`config.mk`:
```
export PLATFORM = sky130hd
export DESIGN_NAME = actuator_nstream_fsm
export DESIGN_NICKNAME = d
export VERILOG_FILES = /design/src/rtl/actuator_nstream_fsm.sv
export SDC_FILE = /design/constraint.sdc
export NUM_CORES = 1
export LEC_CHECK = 0
export ABC_AREA = 0
export ABC_CLOCK_PERIOD_IN_PS = 9800
export CORE_MARGIN = 3
export CORE_UTILIZATION = 57
export CTS_BUF_LIST = sky130_fd_sc_hd__clkbuf_8
export DETAILED_ROUTE_END_ITERATION = 10
export HOLD_SLACK_MARGIN = 0.05
export PLACE_DENSITY = 0.89
export SLEW_MARGIN = 10
export SYNTH_ARGS = -nofsm -noshare
export SYNTH_HDL_FRONTEND = slang
export SYNTH_SLANG_ARGS = --single-unit
```
`constraint.sdc`:
```
create_clock -name clk_i -period 9.8 [get_ports clk_i]
set_clock_uncertainty 0.2 [all_clocks]
set_input_delay 1.96 -clock clk_i [delete_from_list [all_inputs] [get_ports clk_i]]
set_output_delay 1.96 -clock clk_i [all_outputs]
set_load 0.05 [all_outputs]
```
`src/rtl/actuator_nstream_fsm.sv`:
```
// Job sequencer for an N-stream accelerator: dispatches streamers and the engine once per
// iteration, advances per-stream addresses, and handles abort, watchdog and drain.
// state    | meaning
// IDLE     | engine held in clear, waiting for a job start
// DISPATCH | waiting for every streamer to be ready, then starts them with the engine
// COMPUTE  | engine running one iteration
// DRAIN    | waiting for streamers to go idle before reporting done
module actuator_nstream_fsm #(
    parameter int N_STREAMS = 4,
    parameter int ADDR_W    = 32,
    parameter int CNT_W     = 16,
    parameter int TIMEOUT   = 0
) (
    input  logic                          clk_i,
    input  logic                          rst_ni,
    input  logic                          clear_i,
    input  logic                          start_i,
    input  logic                          abort_i,
    input  logic [CNT_W-1:0]              n_iter_i,
    input  logic [N_STREAMS*ADDR_W-1:0]   base_addr_i,
    input  logic [N_STREAMS*ADDR_W-1:0]   stride_i,
    input  logic [N_STREAMS-1:0]          ready_start_i,
    input  logic                          eng_done_i,
    output logic [N_STREAMS-1:0]          req_start_o,
    output logic [N_STREAMS*ADDR_W-1:0]   addr_o,
    output logic                          eng_start_o,
    output logic                          eng_clear_o,
    output logic                          eng_enable_o,
    output logic                          done_o,
    output logic                          err_o,
    output logic                          aborted_o,
    output logic                          busy_o,
    output logic [CNT_W-1:0]              iter_cnt_o
);

    typedef enum logic [1:0] {IDLE, DISPATCH, COMPUTE, DRAIN} state_e;

    localparam int                WAIT_W    = 32;
    localparam logic [WAIT_W-1:0] TIMEOUT_L = WAIT_W'(TIMEOUT);
    localparam logic [CNT_W-1:0]  ITER_MAX  = '1;

    state_e              state;
    logic [CNT_W-1:0]    n_iter_q;
    logic [CNT_W-1:0]    iter_cnt_q;
    logic [WAIT_W-1:0]   wait_cnt;
    logic [ADDR_W-1:0]   offset [N_STREAMS];
    logic                err_q;
    logic                aborted_q;

    logic                all_ready;
    logic                timeout_hit;
    logic                dispatch_fire;
    logic                done_fire;
    logic [CNT_W-1:0]    iter_next;

    assign all_ready     = &ready_start_i;
    // The watchdog fires on the cycle the wait count would reach TIMEOUT, so DISPATCH
    // never lasts more than TIMEOUT cycles; it outranks a late-arriving ready.
    assign timeout_hit   = (TIMEOUT != 0) && (state == DISPATCH)
                           && ((wait_cnt + WAIT_W'(1)) == TIMEOUT_L);
    assign dispatch_fire = !clear_i && (state == DISPATCH) && all_ready
                           && !abort_i && !timeout_hit;
    assign done_fire     = !clear_i && (state == DRAIN) && all_ready;
    assign iter_next     = (iter_cnt_q == ITER_MAX) ? iter_cnt_q : iter_cnt_q + CNT_W'(1);

    assign req_start_o  = {N_STREAMS{dispatch_fire}};
    assign eng_start_o  = dispatch_fire;
    assign eng_clear_o  = (state == IDLE);
    assign eng_enable_o = (state == IDLE) || (state == COMPUTE) || dispatch_fire;
    assign done_o       = done_fire;
    assign err_o        = err_q;
    assign aborted_o    = aborted_q;
    assign busy_o       = (state != IDLE);
    assign iter_cnt_o   = iter_cnt_q;

    for (genvar g = 0; g < N_STREAMS; g++) begin : g_addr
        assign addr_o[g*ADDR_W +: ADDR_W] = base_addr_i[g*ADDR_W +: ADDR_W] + offset[g];
    end

    always_ff @(posedge clk_i or negedge rst_ni) begin
        if (!rst_ni) begin
            state      <= IDLE;
            n_iter_q   <= '0;
            iter_cnt_q <= '0;
            wait_cnt   <= '0;
            err_q      <= 1'b0;
            aborted_q  <= 1'b0;
            for (int i = 0; i < N_STREAMS; i++) offset[i] <= '0;
        end else if (clear_i) begin
            state      <= IDLE;
            n_iter_q   <= '0;
            iter_cnt_q <= '0;
            wait_cnt   <= '0;
            err_q      <= 1'b0;
            aborted_q  <= 1'b0;
            for (int i = 0; i < N_STREAMS; i++) offset[i] <= '0;
        end else begin
            case (state)
                IDLE: begin
                    if (start_i) begin
                        n_iter_q   <= n_iter_i;
                        iter_cnt_q <= '0;
                        wait_cnt   <= '0;
                        err_q      <= 1'b0;
                        aborted_q  <= 1'b0;
                        for (int i = 0; i < N_STREAMS; i++) offset[i] <= '0;
                        state      <= (n_iter_i == '0) ? DRAIN : DISPATCH;
                    end
                end
                DISPATCH: begin
                    if (abort_i) begin
                        aborted_q <= 1'b1;
                        state     <= DRAIN;
                    end else if (timeout_hit) begin
                        err_q <= 1'b1;
                        state <= DRAIN;
                    end else if (all_ready) begin
                        state <= COMPUTE;
                    end else begin
                        wait_cnt <= wait_cnt + WAIT_W'(1);
                    end
                end
                COMPUTE: begin
                    if (abort_i) begin
                        aborted_q <= 1'b1;
                        state     <= DRAIN;
                    end else if (eng_done_i) begin
                        iter_cnt_q <= iter_next;
                        wait_cnt   <= '0;
                        for (int i = 0; i < N_STREAMS; i++)
                            offset[i] <= offset[i] + stride_i[i*ADDR_W +: ADDR_W];
                        state <= (iter_next == n_iter_q) ? DRAIN : DISPATCH;
                    end
                end
                DRAIN: begin
                    if (all_ready) state <= IDLE;
                end
                default: state <= IDLE;
            endcase
        end
    end

endmodule

```
==> results.md, run 1 <==
* Largest net degree at the start of global routing at 98
* Overall power of the completed layout at 2.40 mW
* Horizontal extent of the die at 186 um
* Count of boundary I/O pins at 437
* Async set or reset register ratio after synthesis at 1.00
* Total clock buffers created by CTS at 17
* Setup repair after global routing missed its margin: false
* LEAKAGE at 11.2 nW
* Slew at the pin closest to its max-slew limit at 1.15 ns
* Area share of the largest cell type after synthesis at 0.220
* Effective utilization at floorplan at 0.582
* Gr ovfl total at 0
* Yosys warning total at 0
* Final Util at 0.743
* Final setup fails at 0
* Cell types with the largest area share after synthesis: sky130_fd_sc_hd__dfrtp_1, sky130_fd_sc_hd__ha_1, sky130_fd_sc_hd__xnor2_1, sky130_fd_sc_hd__o21ai_0, sky130_fd_sc_hd__a21oi_1
* CTS Root Buffer Type: sky130_fd_sc_hd__clkbuf_8
* GP Congestion at 1.01
* Global-route wire length before repair at 91800 um
* Non-filler instance count after layout at 3152
* Layout net count at 3237
* Final antenna-violating net count at 0
* Longest Clk Path Bufs at 2
* Number of DRC markers in iteration 0 at 1091
* Number of pins exceeding their max-slew limit in the final report at 0
* Clk_lat worst skew at 0.45 ns
* Clock-pin slew on the worst setup and hold paths at 0.09 ns
* Seq cells post-synth at 163
* Proportion of synthesized chip area in sequential cells at 0.220
* Die H at 186 um
* Standard-cell rows at 65
* Gate count after technology mapping at 2292
* Critical path launch point type: input port
* Number of different library cells in the post-synthesis netlist at 74
* Post-Synthesis Mean Instance Area at 8.07 um^2
* Htree depth at 4
* Crit path arrival time at 6.26 ns
* Worst setup path category: input port to output port
* Cell area after layout at 0.0236 mm^2
* Number of input and output port buffers inserted at 435
* Total of max-cap violations at 0
* Placement-stage cell area at 0.0232 mm^2
* Clk sinks at 163
* Power per cell area at 101 mW/mm^2
* Final total negative setup slack at 0 ns
* Number of global-route vias before repair at 19300
* Max rail drop VDD at 0.177 mV
* Pre-antenna DRT Iters at 6
* Worst Hold Margin at 0.307 ns
* Critical Path End Type: output port
* Achievable frequency at 119 MHz
* Floorplan Core Area at 0.0318 mm^2
* Die area at 0.0347 mm^2
* Status: completed
* Sum of routed wire length over all layers at 57900 um
* Critical path fanouts, max at 4
* Main flop type after synthesis: sky130_fd_sc_hd__dfrtp_1
* Synthesized area at 0.0185 mm^2
* Post-synthesis cell type with the largest combined area: sky130_fd_sc_hd__dfrtp_1
* Final period utilization at 0.860
* CTS tree: done
* Instance count after placement with tap cells included at 3110
* Average wire per standard cell at 18.4 um
* HPWL Detailed at 45800 um
* Max-slew headroom at the worst pin at 0.231
* Pre-CTS setup slack at 1.50 ns
* Final hold violation count at 0
* Overall Global Routing Usage at 0.321
* Fraction of layout instances using a drive strength above 1 at 0.0248
* Number of enable flip-flop cells after synthesis at 0
* Mean number of vias per cell at 6.13
* Worst EP required at 7.64 ns
* Post-route DRC violation count at 0
* Type of the most critical hold path: flop to flop
* Synthesis-to-layout area growth at 27.8%
* Post-route minimum period at 8.42 ns
* Post-cts repair resize count at 0
* Post-cts hold buffer count at 0
* Number of vias after detailed routing at 19300
* Number of antenna violations at the first check in global routing at 9
* Least setup slack across all paths after layout at 1.38 ns
* Post-CTS Setup Inserts at 0
* Syn nets at 2835
[kinds of logic after synthesis]
kind of cell    after synthesis  share of synthesized area
flops                       163                      0.220
xor+xnor                    227                      0.107
simple gates                681                      0.178
mux                           4                    0.00216
buf+inv                     132                     0.0279
compound gates              823                      0.284
other cells                   1                   0.000203
fa+ha+maj                   261                      0.180
[layer usage]
metal  global-route usage  share of wire
met3               0.0762          0.078
met5                    0        0.00047
met2                0.570           0.48
met4                0.155          0.049
met1                0.364           0.39
[worst paths after layout]
kind                           startpoint          end  slack (ns)  depth (start not counted)
max                        base_addr_i[0]   addr_o[24]        1.38                         15
min                           n_iter_q[6]  n_iter_q[6]        0.31                          2
max in group asynchronous          rst_ni   offset[34]        6.57                          2
min reg2reg                   n_iter_q[6]  n_iter_q[6]        0.31                          2
min in group asynchronous          rst_ni   offset[83]        1.36                          1
max reg2reg                    offset[96]  offset[126]        5.78                         12
[flip-flops by register name (all words and copies together) (netlist names)]
| signal | count |
|---|---|
| state | 2 |
| iter_cnt_o | 16 |
| n_iter_q | 16 |
| aborted_o | 1 |
| offset | 128 |
[cells in the final DEF (no fill, tap or decap), drive strengths merged, types with 85 or more instances in the layout]
master         netlist  layout
clkdlybuf4s50        0     434
ha                 253     253
nand2              243     243
o21ai              223     223
a21oi              206     206
dfrtp              163     163
xnor2              139     139
nor2               127     127
a21o               107     107
xor2                88      88
inv                 75      85
[synth_stat cells, drive strengths merged (27+ instances only)]
cell type,n
a211oi,32
a21o,107
a21oi,206
and3,29
clkbuf,46
dfrtp,163
ha,253
inv,75
nand2,243
nand2b,52
nand3,52
nor2,127
nor2b,30
nor3,39
o21a,40
o21ai,223
o31ai,27
xnor2,139
xor2,88
[final cells by class]
| type | count | area, um^2 |
|---|---|---|
| tap | 435 | 544 |
| sequential | 163 | 4080 |
| antenna | 10 | 25.0 |
| timing repair buffer | 440 | 4390 |
| clock buffer | 17 | 234 |
| fill | 2415 | 8160 |
| inverter | 75 | 282 |
| multi-input combinational | 1997 | 13900 |
| clock inverter | 15 | 140 |
[power breakdown]
group          leakage, nW  internal, mW  total, mW  switching [mW]
Combinational         8.75         0.442       1.17           0.724
Sequential            2.26         0.704      0.738          0.0341
Clock                0.189         0.189      0.493           0.304
[worst max-delay path, cell delays in order]
cell                              delay (ns)
sky130_fd_sc_hd__clkdlybuf4s50_1        0.40
sky130_fd_sc_hd__ha_1                   0.21
sky130_fd_sc_hd__inv_1                  0.08
sky130_fd_sc_hd__fa_1                   0.20
sky130_fd_sc_hd__nor2b_1                0.05
sky130_fd_sc_hd__o21ai_1                0.18
sky130_fd_sc_hd__a21oi_1                0.12
sky130_fd_sc_hd__o41ai_1                0.67
sky130_fd_sc_hd__a2bb2oi_1              0.28
sky130_fd_sc_hd__a21oi_1                0.46
sky130_fd_sc_hd__o211ai_1               0.19
sky130_fd_sc_hd__a31o_2                 0.28
sky130_fd_sc_hd__a21oi_1                0.20
sky130_fd_sc_hd__xnor2_1                0.15
sky130_fd_sc_hd__clkdlybuf4s50_1        0.82
Note: power is estimated with default switching activity, not from simulation.
==> inputs of run 2 (changes only) <==
--- a/config.mk
+++ b/config.mk
@@ -6,7 +6,6 @@
 export NUM_CORES = 1
 export LEC_CHECK = 0
 export ABC_AREA = 0
-export ABC_CLOCK_PERIOD_IN_PS = 9800
 export CORE_MARGIN = 3
 export CORE_UTILIZATION = 57
 export CTS_BUF_LIST = sky130_fd_sc_hd__clkbuf_8
==> results of run 2 <==
Final layout, timing and power as in run 1 (identical DEF).
